==> src/rtl/uart_console_pkg.sv <==
// Shared encodings and ASCII helpers for the UART decimal-entry console.
package uart_console_pkg;

    typedef enum logic [2:0] {
        M_INIT, M_PROMPT, M_READ, M_ECHO,
        M_ERASE, M_CONV, M_DONE, M_REPLY
    } main_state_e;

    typedef enum logic [1:0] {
        T_IDLE, T_REQ, T_WAIT_HI, T_WAIT_LO
    } tx_state_e;

    localparam int IDX_W = 5;
    localparam int CNT_W = 4;
    localparam int K_W   = 4;

    localparam logic [7:0] ASC_CR  = 8'h0D;
    localparam logic [7:0] ASC_LF  = 8'h0A;
    localparam logic [7:0] ASC_BS  = 8'h08;
    localparam logic [7:0] ASC_DEL = 8'h7F;
    localparam logic [7:0] ASC_SP  = 8'h20;

    function automatic logic [7:0] hex_ascii(input logic [3:0] n);
        return (n < 4'd10) ? 8'h30 + {4'h0, n} : 8'h37 + {4'h0, n};
    endfunction

endpackage

==> src/rtl/uart_tx_seq.sv <==
// Byte sequencer: walks a message of len bytes through the uart
// transmitter handshake, fetching each byte via idx_nxt/ch.
module uart_tx_seq
    import uart_console_pkg::*;
(
    input  logic             clk,
    input  logic             reset_n,
    input  logic             start,
    input  logic [IDX_W-1:0] len,
    input  logic [7:0]       ch,
    input  logic             tx_busy,
    output logic             tx_start,
    output logic [7:0]       tx_byte,
    output logic [IDX_W-1:0] idx_nxt,
    output logic             idle,
    output logic             done
);

    tx_state_e        state_q, state_d;
    logic [IDX_W-1:0] idx_q, idx_d;
    logic [7:0]       byte_q, byte_d;

    always_ff @(posedge clk) begin
        if (!reset_n) begin
            state_q <= T_IDLE;
            idx_q   <= '0;
            byte_q  <= '0;
        end else begin
            state_q <= state_d;
            idx_q   <= idx_d;
            byte_q  <= byte_d;
        end
    end

    assign idx_nxt = (state_q == T_IDLE) ? '0 : idx_q + 1'b1;
    assign idle    = (state_q == T_IDLE);
    assign tx_byte = byte_q;

    always_comb begin
        state_d  = state_q;
        idx_d    = idx_q;
        byte_d   = byte_q;
        tx_start = 1'b0;
        done     = 1'b0;
        case (state_q)
            T_IDLE: if (start) begin
                state_d = T_REQ;
                idx_d   = '0;
                byte_d  = ch;
            end
            // hold the request off while a previous byte still drains
            T_REQ: if (!tx_busy) begin
                tx_start = 1'b1;
                state_d  = T_WAIT_HI;
            end
            T_WAIT_HI: if (tx_busy) state_d = T_WAIT_LO;
            T_WAIT_LO: if (!tx_busy) begin
                if (idx_nxt == len) begin
                    done    = 1'b1;
                    state_d = T_IDLE;
                end else begin
                    idx_d   = idx_nxt;
                    byte_d  = ch;
                    state_d = T_REQ;
                end
            end
            default: state_d = T_IDLE;
        endcase
    end

endmodule

==> src/rtl/uart_num_console.sv <==
// UART decimal-entry console: prompts, echoes and edits operands,
// converts them with saturation and prints them back in hex.
module uart_num_console
    import uart_console_pkg::*;
#(
    parameter int NUM_W        = 16,
    parameter int MAX_DIGITS   = 5,
    parameter int NUM_OPERANDS = 2,
    parameter int INIT_DELAY   = 100_000
) (
    input  logic                          clk,
    input  logic                          reset_n,
    input  logic                          rx_valid,
    input  logic [7:0]                    rx_byte,
    input  logic                          tx_busy,
    output logic                          tx_start,
    output logic [7:0]                    tx_byte,
    output logic                          nums_valid,
    output logic [NUM_W*NUM_OPERANDS-1:0] nums,
    output logic [NUM_OPERANDS-1:0]       ovf,
    output logic                          busy
);

    localparam int H  = NUM_W / 4;
    localparam int EW = NUM_W + 4;
    localparam logic [EW-1:0] SAT = {4'h0, {NUM_W{1'b1}}};

    main_state_e       state_q, state_d;
    logic [K_W-1:0]    k_q, k_d;
    logic [CNT_W-1:0]  cnt_q, cnt_d, cj_q, cj_d;
    logic [31:0]       dly_q, dly_d;
    logic [NUM_W-1:0]  acc_q, acc_d;
    logic              cov_q, cov_d;
    logic [7:0]        echo_q, echo_d;
    logic [3:0]        dig_q [MAX_DIGITS];
    logic [3:0]        dig_d [MAX_DIGITS];
    logic [NUM_W-1:0]  val_q [NUM_OPERANDS];
    logic [NUM_W-1:0]  val_d [NUM_OPERANDS];
    logic [NUM_OPERANDS-1:0] ovf_q, ovf_d;

    logic             tx_go, tx_idle, tx_done;
    logic [IDX_W-1:0] tx_len, tx_idx;
    logic [7:0]       tx_ch;

    logic [3:0]       cur_dig;
    logic [EW-1:0]    prod;
    logic             sat;
    logic [NUM_W-1:0] acc_nxt;
    logic             cov_nxt;
    logic [NUM_W-1:0] rv;
    logic             rv_ovf;
    logic             is_dig;

    always_ff @(posedge clk) begin
        if (!reset_n) begin
            state_q <= M_INIT;
            k_q     <= '0;
            cnt_q   <= '0;
            cj_q    <= '0;
            dly_q   <= '0;
            acc_q   <= '0;
            cov_q   <= 1'b0;
            echo_q  <= '0;
            dig_q   <= '{default: '0};
            val_q   <= '{default: '0};
            ovf_q   <= '0;
        end else begin
            state_q <= state_d;
            k_q     <= k_d;
            cnt_q   <= cnt_d;
            cj_q    <= cj_d;
            dly_q   <= dly_d;
            acc_q   <= acc_d;
            cov_q   <= cov_d;
            echo_q  <= echo_d;
            dig_q   <= dig_d;
            val_q   <= val_d;
            ovf_q   <= ovf_d;
        end
    end

    // conversion step and reply operand selection
    always_comb begin
        cur_dig = '0;
        rv      = '0;
        rv_ovf  = 1'b0;
        for (int j = 0; j < MAX_DIGITS; j++)
            if (cj_q == CNT_W'(j)) cur_dig = dig_q[j];
        for (int j = 0; j < NUM_OPERANDS; j++)
            if (k_q == K_W'(j)) begin
                rv     = val_q[j];
                rv_ovf = ovf_q[j];
            end
        prod    = EW'(acc_q) * EW'(10) + EW'(cur_dig);
        sat     = prod > SAT;
        acc_nxt = sat ? '1 : prod[NUM_W-1:0];
        cov_nxt = cov_q | sat;
    end

    assign is_dig = (rx_byte >= 8'h30) && (rx_byte <= 8'h39);

    always_comb begin
        state_d    = state_q;
        k_d        = k_q;
        cnt_d      = cnt_q;
        cj_d       = cj_q;
        dly_d      = dly_q;
        acc_d      = acc_q;
        cov_d      = cov_q;
        echo_d     = echo_q;
        dig_d      = dig_q;
        val_d      = val_q;
        ovf_d      = ovf_q;
        nums_valid = 1'b0;
        case (state_q)
            M_INIT: begin
                if (dly_q == 32'(INIT_DELAY - 1)) begin
                    state_d = M_PROMPT;
                    dly_d   = '0;
                    ovf_d   = '0;
                    cnt_d   = '0;
                    dig_d   = '{default: '0};
                end else begin
                    dly_d = dly_q + 32'd1;
                end
            end
            M_PROMPT, M_ECHO, M_ERASE:
                if (tx_done) state_d = M_READ;
            M_READ: if (rx_valid) begin
                unique case (1'b1)
                    is_dig && (cnt_q < CNT_W'(MAX_DIGITS)): begin
                        for (int j = 0; j < MAX_DIGITS; j++)
                            if (cnt_q == CNT_W'(j)) dig_d[j] = rx_byte[3:0];
                        cnt_d   = cnt_q + 1'b1;
                        echo_d  = rx_byte;
                        state_d = M_ECHO;
                    end
                    (rx_byte == ASC_BS || rx_byte == ASC_DEL)
                        && (cnt_q != '0): begin
                        cnt_d   = cnt_q - 1'b1;
                        state_d = M_ERASE;
                    end
                    (rx_byte == ASC_CR) && (cnt_q != '0): begin
                        cj_d    = '0;
                        acc_d   = '0;
                        cov_d   = 1'b0;
                        state_d = M_CONV;
                    end
                    default: ;
                endcase
            end
            M_CONV: begin
                if (cj_q == cnt_q - 1'b1) begin
                    for (int j = 0; j < NUM_OPERANDS; j++)
                        if (k_q == K_W'(j)) begin
                            val_d[j] = acc_nxt;
                            ovf_d[j] = cov_nxt;
                        end
                    if (k_q == K_W'(NUM_OPERANDS - 1)) begin
                        state_d = M_DONE;
                    end else begin
                        k_d     = k_q + 1'b1;
                        cnt_d   = '0;
                        dig_d   = '{default: '0};
                        state_d = M_PROMPT;
                    end
                end else begin
                    cj_d  = cj_q + 1'b1;
                    acc_d = acc_nxt;
                    cov_d = cov_nxt;
                end
            end
            M_DONE: begin
                nums_valid = 1'b1;
                k_d        = '0;
                state_d    = M_REPLY;
            end
            // k == NUM_OPERANDS selects the closing CR/LF
            M_REPLY: if (tx_done) begin
                if (k_q == K_W'(NUM_OPERANDS)) begin
                    k_d     = '0;
                    dly_d   = '0;
                    state_d = M_INIT;
                end else begin
                    k_d = k_q + 1'b1;
                end
            end
            default: state_d = M_INIT;
        endcase
    end

    always_comb begin
        tx_ch  = 8'h00;
        tx_len = '0;
        tx_go  = tx_idle && (state_q == M_PROMPT || state_q == M_ECHO
                 || state_q == M_ERASE || state_q == M_REPLY);
        case (state_q)
            M_PROMPT: begin
                tx_len = IDX_W'(18);
                case (tx_idx)
                    5'd0:  tx_ch = ASC_CR;
                    5'd1:  tx_ch = ASC_LF;
                    5'd2:  tx_ch = "E";
                    5'd3:  tx_ch = "n";
                    5'd4:  tx_ch = "t";
                    5'd5:  tx_ch = "e";
                    5'd6:  tx_ch = "r";
                    5'd7:  tx_ch = ASC_SP;
                    5'd8:  tx_ch = "n";
                    5'd9:  tx_ch = "u";
                    5'd10: tx_ch = "m";
                    5'd11: tx_ch = "b";
                    5'd12: tx_ch = "e";
                    5'd13: tx_ch = "r";
                    5'd14: tx_ch = ASC_SP;
                    5'd15: tx_ch = 8'h31 + 8'(k_q);
                    5'd16: tx_ch = ":";
                    5'd17: tx_ch = ASC_SP;
                    default: tx_ch = 8'h00;
                endcase
            end
            M_ECHO: begin
                tx_len = IDX_W'(1);
                tx_ch  = echo_q;
            end
            M_ERASE: begin
                tx_len = IDX_W'(3);
                tx_ch  = (tx_idx == 5'd1) ? ASC_SP : ASC_BS;
            end
            M_REPLY: begin
                if (k_q == K_W'(NUM_OPERANDS)) begin
                    tx_len = IDX_W'(2);
                    tx_ch  = (tx_idx == 5'd0) ? ASC_CR : ASC_LF;
                end else begin
                    tx_len = IDX_W'(13 + H) + IDX_W'(rv_ovf);
                    case (tx_idx)
                        5'd0:  tx_ch = ASC_CR;
                        5'd1:  tx_ch = ASC_LF;
                        5'd2:  tx_ch = "V";
                        5'd3:  tx_ch = "a";
                        5'd4:  tx_ch = "l";
                        5'd5:  tx_ch = "u";
                        5'd6:  tx_ch = "e";
                        5'd7:  tx_ch = ASC_SP;
                        5'd8:  tx_ch = 8'h31 + 8'(k_q);
                        5'd9:  tx_ch = ":";
                        5'd10: tx_ch = ASC_SP;
                        5'd11: tx_ch = "0";
                        5'd12: tx_ch = "x";
                        default: tx_ch = "!";
                    endcase
                    for (int n = 0; n < H; n++)
                        if (tx_idx == IDX_W'(12 + H - n))
                            tx_ch = hex_ascii(rv[4*n +: 4]);
                end
            end
            default: ;
        endcase
    end

    uart_tx_seq u_tx_seq (
        .clk      (clk),
        .reset_n  (reset_n),
        .start    (tx_go),
        .len      (tx_len),
        .ch       (tx_ch),
        .tx_busy  (tx_busy),
        .tx_start (tx_start),
        .tx_byte  (tx_byte),
        .idx_nxt  (tx_idx),
        .idle     (tx_idle),
        .done     (tx_done)
    );

    for (genvar g = 0; g < NUM_OPERANDS; g++) begin : g_nums
        assign nums[g*NUM_W +: NUM_W] = val_q[g];
    end

    assign ovf  = ovf_q;
    assign busy = (state_q != M_READ);

endmodule

==> config.mk <==
export PLATFORM = sky130hd
export DESIGN_NAME = uart_num_console
export DESIGN_NICKNAME = d
export VERILOG_FILES = /design/src/rtl/uart_console_pkg.sv /design/src/rtl/uart_tx_seq.sv /design/src/rtl/uart_num_console.sv
export SDC_FILE = /design/constraint.sdc
export NUM_CORES = 1
export LEC_CHECK = 0
export BUFFER_PORTS_ARGS = -buffer_cell sky130_fd_sc_hd__buf_4
export CAP_MARGIN = 25
export CORE_UTILIZATION = 65
export DETAILED_ROUTE_END_ITERATION = 10
export PLACE_DENSITY = 0.84
export RECOVER_POWER = 25
export SKIP_CTS_REPAIR_TIMING = 1
export SLEW_MARGIN = 25
export SYNTH_ARGS = -nofsm -noshare
export SYNTH_HDL_FRONTEND = slang
export SYNTH_HIERARCHICAL = 1
export SYNTH_SLANG_ARGS = --single-unit
==> constraint.sdc <==
create_clock -name clk -period 9.88 [get_ports clk]
set_clock_uncertainty 0.15 [all_clocks]
set_input_delay 0.988 -clock clk [delete_from_list [all_inputs] [get_ports clk]]
set_output_delay 0.988 -clock clk [all_outputs]
set_load 0.01 [all_outputs]
After elaboration in Yosys (flattened, before gate mapping)
Index checks and enable logic that the tools add are counted.

Output and inout bits: 45. Bits in latches: 0. Bits in read-only memories: 0. Word-level logic and storage cells: 259. Memory bits (writable): 0. Memories kept: 0. Bits in registers: 141. Input bits: 12.

Add/sub/neg operators: 17. Multiply operators: 1. $lt $le $gt $ge: 8. Bitwise operators: 1. Div/mod/pow operators: 0. Equal/unequal tests: 68. Muxes and demuxes: 99. Reduce and logical (&&, ||, !) cells: 45. Shift operators: 0.

Operator list (count): 20-bit 2-to-1 mux (5); 16-bit 2-to-1 mux (6); 32-bit 2-to-1 mux (3); 7-bit case mux with 13 select lines (1); 4-bit 2-to-1 mux (21); 7-bit case mux with 12 select lines (1); 8-bit 2-to-1 mux (8); 32-bit case mux with 2 select lines (1); 6-bit by 4-bit adder with 7-bit output (first input constant) (9); 20-bit case mux with 3 select lines (1); 2-bit inequality test (second input constant) (22); 7-bit AND reduction (6); 5-bit by 4-bit equality test with 1-bit output (second input constant) (8); 32-bit by 1-bit adder with 32-bit output (second input constant) (1); 32-bit by 17-bit equality test with 1-bit output (second input constant) (1); 16-bit case mux with 2 select lines (1); 8-bit case mux with 4 select lines (1); 7-bit 2-to-1 mux (4); 5-bit 2-to-1 mux (5); 3-bit 2-to-1 mux (8); 4-bit case mux with 3 select lines (2); 4-bit AND reduction (6); 20-bit by 4-bit adder with 20-bit output (1); 4-bit by 2-bit equality test with 1-bit output (second input constant) (5); other kinds (54) (112).

Longest topological paths before layout
Word-level depth: 14. Mapped depth: 20. Mapped depth without buffers: 20.

Hierarchy
The synthesis kept the hierarchy.

Modules (own cells, without submodules): uart_num_console (times used 1, cells an instance 1119, area an instance 8614.5 µm², seq. area each 2522.4 µm²); uart_tx_seq (times used 1, cells an instance 108, area an instance 893.4 µm², seq. area each 300.3 µm²).

Worst setup path before layout
OpenSTA, ideal clock, no wires.

Kind: register -> register. Start: register k_q[0]. End: register dly_q[21]. Path buffers: 3. Library setup time: 71 ps. Setup slack: 5829 ps. Stages on the path, launching flop included: 19. Data required time: 9659 ps. Arrival: 3830 ps. Clock period less this slack: 4051 ps. Path through: dfxtp_1 -> ha_1 -> clkbuf_1 -> nor3b_2 -> clkbuf_1 -> a221oi_1 -> nor2_1 -> o21ai_0 -> nand2_1 -> xnor2_1 -> a31oi_1 -> o21ai_0 -> nand4_2 -> nor3_1 -> a31oi_1 -> or3_1 -> clkbuf_1 -> or3_1 -> a21oi_1.

Longest elaborated chain between the ends: 12. Elaborated cells between the ends (all ways): 15. Classes of those cells: add/sub (1); eq/ne (5); mux (7); reduce/logical (2).

Ends and longest elaborated chain: from (decl) (RTL line uart_num_console.sv:29) `logic [K_W-1:0] k_q, k_d;`; from (signal assigned) (RTL line uart_num_console.sv:69) `k_q <= k_d;`; 4-bit logical NOT (RTL line uart_num_console.sv:90) `if (k_q == K_W'(j)) begin`; 1-bit 2-to-1 mux (2 in a row) (RTL line uart_num_console.sv:90); 5-bit by 1-bit adder with 5-bit output (RTL line uart_num_console.sv:235) `tx_len = IDX_W'(13 + H) + IDX_W'(rv_ovf);`; 5-bit 2-to-1 mux (*) (RTL line uart_num_console.sv:231) `if (k_q == K_W'(NUM_OPERANDS)) begin`; 5-bit case mux with 4 select lines (*) (RTL line uart_num_console.sv:197) `case (state_q)`; via tx_len[1] (RTL line uart_num_console.sv:42) `logic [IDX_W-1:0] tx_len, tx_idx;`; 5-bit equality test (*) (RTL line uart_tx_seq.sv:58) `if (idx_nxt == len) begin`; 1-bit 2-to-1 mux (*) (RTL line uart_tx_seq.sv:58); 1-bit 2-to-1 mux (*) (RTL line uart_tx_seq.sv:57) `T_WAIT_LO: if (!tx_busy) begin`; 1-bit 2-to-1 mux (*) (RTL line uart_tx_seq.sv:45) `case (state_q)`; via tx_done (RTL line uart_num_console.sv:41) `logic tx_go, tx_idle, tx_done;`; 2-bit inequality test (no line) (*); 3-bit AND reduction (no line) (*); to (signal assigned) (RTL line uart_num_console.sv:72) `dly_q <= dly_d;`; to (decl) (RTL line uart_num_console.sv:31) `logic [31:0] dly_q, dly_d;`.

The timed path passes the listed nets; every way through them passes the cells marked *. A chain may end at the register's enable or synchronous reset.

Final worst setup path
Start: register k_q[0]. End: register dly_q[19].

Same word-level chain as after synthesis.

==> results.rst <==
.. list-table::
   :header-rows: 1

   * - Metric
     - Value
   * - Largest family of logic cells by synthesized area
     - compound AO/OA/AOI/OAI gates
   * - Reg2reg end
     - dly_q[19]$_SDFFE_PN0P_
   * - Highest clock rate
     - ~220 MHz
   * - Final routed DRC violation total
     - 0
   * - Clock tree from TritonCTS
     - built
   * - CTS root buffer
     - sky130_fd_sc_hd__clkbuf_16
   * - Worst setup EP type
     - flip-flop
   * - Peak fanout along the critical path
     - 15
   * - Multi-input logic area
     - slightly above 6000 µm²
   * - Die area
     - roughly 15000 µm²
   * - Horizontal die dimension
     - between 100 and 150 µm
   * - Top_reg_cell synth
     - sky130_fd_sc_hd__dfxtp_1
   * - Maximum number of pins on one net before global-route repair
     - 66
   * - Clock latency reported for the late side of the worst-skew pair
     - around 0.42 ns
   * - Multiplexer area fraction after synthesis
     - under 10%
   * - Gate Count Post-Synth
     - 1227
   * - Total inserted antenna cells
     - 0
   * - Series of cell instances along the critical path
     - inv_1 > ha_1 > nor4b_2 > buf_4 > a221oi_1 > nor2_1 > o21ai_0 > nand2_1 > nor3b_1 > a31oi_1 > o21ai_0 > nand4_2 > nor3_1 > a31oi_2 > or3_1 > or3_1 > a21oi_1
   * - Clock buffers created by TritonCTS
     - 17
   * - Slew @ Worst Pin
     - about 1.8 ns
   * - Final setup fails
     - 0
   * - Grt total ovfl
     - 0
   * - Final period demand of the worst path
     - roughly 4.6 ns
   * - Total power of the final layout
     - around 0.0013 W
   * - Simple-gate share of the synthesized area
     - between 20% and 30%
   * - Global routing usage summed across all routing layers
     - around 34%
   * - Number of primary I/O pins
     - 57
   * - Layout overhead on the synthesized area
     - 8.686%
   * - EDFF count, synth
     - 0
   * - Std cell rows
     - between 40 and 50
   * - CTS Buffer Depth
     - 2
   * - Max-capacitance violation count
     - 1
   * - Reg2reg setup slack
     - around 5.3 ns
   * - Routability Congestion
     - just under 1
   * - Routed vias
     - between 9000 and 10000
   * - Yosys warnings
     - 6
   * - Starting utilization of the core area
     - approximately 67%
   * - Area share of xor/xnor cells in the synthesized design
     - just over 6%
   * - Filler instances
     - about 1200
   * - Syn Std Cell Area
     - approximately 9500 µm²
   * - Async set-or-reset flop fraction in the synthesized netlist
     - 0%
   * - Height of the chip
     - 122.9 µm
   * - CORE AREA
     - 14100 µm²
   * - First-pass GRT wire length
     - 39810 µm
   * - Count of endpoints failing hold in the final timing report
     - 0
   * - Detailed router's first-iteration violation count
     - between 800 and 900
   * - Average cell area after synthesis
     - 7.749 µm²
   * - Post-route fraction of the period consumed by the critical path
     - 46.43%
   * - Number of search-and-repair iterations in the first detailed-routing pass
     - 7
   * - Total area of sequential cells
     - approximately 2800 µm²
   * - Class of the tightest hold or removal check
     - reg -> reg
   * - Number of global-route vias before repair
     - between 8000 and 9000
   * - Post-synthesis share of cell area spent on full adders, half adders and majority gates
     - about 7.4%
   * - Top area cells in the synthesized netlist
     - sky130_fd_sc_hd__dfxtp_1 (30%), sky130_fd_sc_hd__ha_1 (7.0%), sky130_fd_sc_hd__nor2_1 (5.7%)
   * - Nets
     - 1302
   * - Number of unique standard cell types used by synthesis
     - a little over 90
   * - Area fraction of the dominant cell type after synthesis
     - slightly below 30%
   * - Synth Area in Compound Gates
     - 25.71%
   * - Remaining max-slew budget at the tightest pin
     - -20.72%
   * - Final routed wire length divided by cell count
     - roughly 18 µm
   * - I/O Buffers
     - between 50 and 60
   * - Origin of the critical flop-to-flop path
     - k_q[0]$_SDFFE_PN0P_
   * - Top cells by instance count after synthesis
     - sky130_fd_sc_hd__nor2_1 (144), sky130_fd_sc_hd__dfxtp_1 (141), sky130_fd_sc_hd__nand2_1 (128), sky130_fd_sc_hd__a21oi_1 (99), sky130_fd_sc_hd__o21ai_0 (81)
   * - Violated checks
     - max-capacitance violations, max-slew violations
   * - Max stage delay cell, worst path
     - sky130_fd_sc_hd__or3_1
   * - Static leakage power
     - 3.680 nW
   * - Power per cell area
     - 121.6 nW/µm²
   * - Num Clock Sinks
     - 141
   * - Arrival time worst endpoint
     - between 4 and 5 ns
   * - Critical path launch point
     - k_q[0]$_SDFFE_PN0P_
   * - Detailed-placement wirelength estimate
     - between 15000 and 20000 µm
   * - Number of nets with antenna violations after routing
     - 0
   * - Number of cell instances on the worst register-to-register path
     - 17
   * - RSZ-0062 raised after global routing
     - no
   * - Share of final-layout standard cells stronger than drive strength 1
     - under 10%
   * - Total Routed Length
     - between 20000 and 30000 µm
   * - Worst path max stage delay
     - about 0.54 ns
   * - Final TNS setup
     - 0 ns
   * - CP Launch Type
     - flip-flop
   * - Status
     - finished with violations
   * - Req. time, crit path
     - just over 10 ns
   * - Number of vias per cell after detailed routing
     - approximately 6.4
   * - Maximum ir drop on the vdd rail
     - 0.1147 mV
   * - Max Transition Viols Final
     - 11
   * - H-tree levels
     - 4
   * - Flops & latches, synth
     - 141
   * - Most repeated cell in the gate-level netlist after synthesis
     - sky130_fd_sc_hd__nor2_1
   * - Initial antenna violation count
     - 0
   * - Library cell occupying the most area in the post-synthesis netlist
     - sky130_fd_sc_hd__dfxtp_1
   * - Proportion of synthesized chip area in sequential cells
     - just under 30%
   * - Setup crit end
     - dly_q[19]$_SDFFE_PN0P_
   * - Category of the critical setup timing path
     - reg -> reg
   * - Clock transition at the registers of the reported paths
     - approximately 0.06 ns
placed cells by master (no fill, tap or decap), drive strengths merged, types with 4 or more instances in the layout:
master	Yosys	final
mux2i	17	17
inv	31	35
nor3	24	24
nor2	145	145
a31oi	42	42
xnor2	35	35
a21o	8	8
nand3	22	22
clkbuf	60	61
o21a	9	9
a22oi	37	37
or3	14	14
and2	9	9
dfxtp	141	141
a211oi	7	7
o21ai	92	92
o22ai	10	10
o211ai	6	6
clkinv	0	5
nand2b	14	14
nor2b	17	17
nand4b	4	4
a22o	6	6
and3	13	13
or2	8	8
a311oi	16	16
nor4	14	14
nor3b	10	10
a21oi	99	99
nand2	128	128
xor2	31	31
nand4	16	16
o2111ai	7	7
nand3b	4	4
ha	53	53
o21bai	5	5
buf	18	22
layout make-up:
type / count / area share, %
clock buffers: 17 / 4.117
clock inverters: 14 / 1.768
inverters: 31 / 1.138
multi-input cells: 978 / 60.29
flip-flops and latches: 141 / 27.32
well taps: 180 / 2.179
repair buffers: 66 / 3.197
power breakdown:
| part | total, W | internal, W | switching, W | leakage [nW] |
|---|---|---|---|---|
| clock network | 0.000664 | 0.000401 | 0.000263 | 0.293 |
| registers | 0.000570 | 0.000569 | 0.000000932 | 1.14 |
| logic | 0.0000228 | 0.00000622 | 0.0000166 | 2.25 |
| total | 0.00126 | 0.000977 | 0.000280 | 3.68 |
state kept, by name, summed over array words and instances, names as in the netlist, 2 cells and up:
name              count
k_q                   4
cnt_q                 4
nums                 32
u_tx_seq/tx_byte      8
dly_q                32
dig_q                20
state_q               3
acc_q                16
cj_q                  4
u_tx_seq/idx_q        5
ovf                   2
u_tx_seq/state_q      2
echo_q                8
cell families (layout without fill, tap and decap cells):
| kind of cell | after synthesis | count (layout) |
|---|---|---|
| other | 1 | 2 |
| AOI/OAI and AO/OA | 379 | 379 |
| and+or+nand+nor | 458 | 458 |
| muxes | 18 | 18 |
| DFF | 141 | 141 |
| buffers and inverters | 109 | 128 |
| xor gates and xnor gates | 66 | 66 |
| adders and majority gates | 55 | 55 |
worst max-delay path: cells and delay by family (launching register included):
kind                     cells  cell delay [ns]
AND/OR/NAND/NOR              8             2.10
AO/OA/AOI/OAI                6             1.18
adder cells (fa/ha/maj)      1             0.29
buffers and inverters        2             0.34
flip-flops                   1             0.44
metal layers:
| metal | track usage (%) | vias to the layer above | wire length [µm] |
|---|---|---|---|
| met5 | 0 | - | 0 |
| met4 | 13.11 | 0 | 700 |
| met3 | 5.673 | 68 | 1899 |
| met2 | 54.00 | 381 | 11480 |
| met1 | 44.68 | 4293 | 11100 |
| li1 | - | 4461 | - |
metrics by stage:
stage	cells	util, %	instance area [µm²]	setup slack (ns)	hold WS, ns
final	1427	73.31	10330	5.293	0.3084
after floorplan	1228	-	9512	5.829	0.2902
after CTS	1427	74.46	10500	5.315	0.3131
after global placement	1396	70.15	9888	5.558	0.2924
after detailed placement	1396	70.15	9888	5.357	0.2973
after global routing	1427	73.31	10330	4.925	0.3214
worst min-delay path by stage:
stage,startpoint,endpoint,slack (ns),depth (start not counted)
floorplan,echo_q[5]$_SDFFE_PN0P_,echo_q[5]$_SDFFE_PN0P_,0.29,2
global placement,u_tx_seq/tx_byte[3]$_SDFFE_PN0P_,u_tx_seq/tx_byte[3]$_SDFFE_PN0P_,0.29,2
detailed placement,u_tx_seq/tx_byte[5]$_SDFFE_PN0P_,u_tx_seq/tx_byte[5]$_SDFFE_PN0P_,0.30,2
CTS,u_tx_seq/tx_byte[3]$_SDFFE_PN0P_,u_tx_seq/tx_byte[3]$_SDFFE_PN0P_,0.31,2
global route,u_tx_seq/tx_byte[3]$_SDFFE_PN0P_,u_tx_seq/tx_byte[3]$_SDFFE_PN0P_,0.32,2
finish,u_tx_seq/tx_byte[3]$_SDFFE_PN0P_,u_tx_seq/tx_byte[3]$_SDFFE_PN0P_,0.31,2
(Power assumes the default switching activity.)
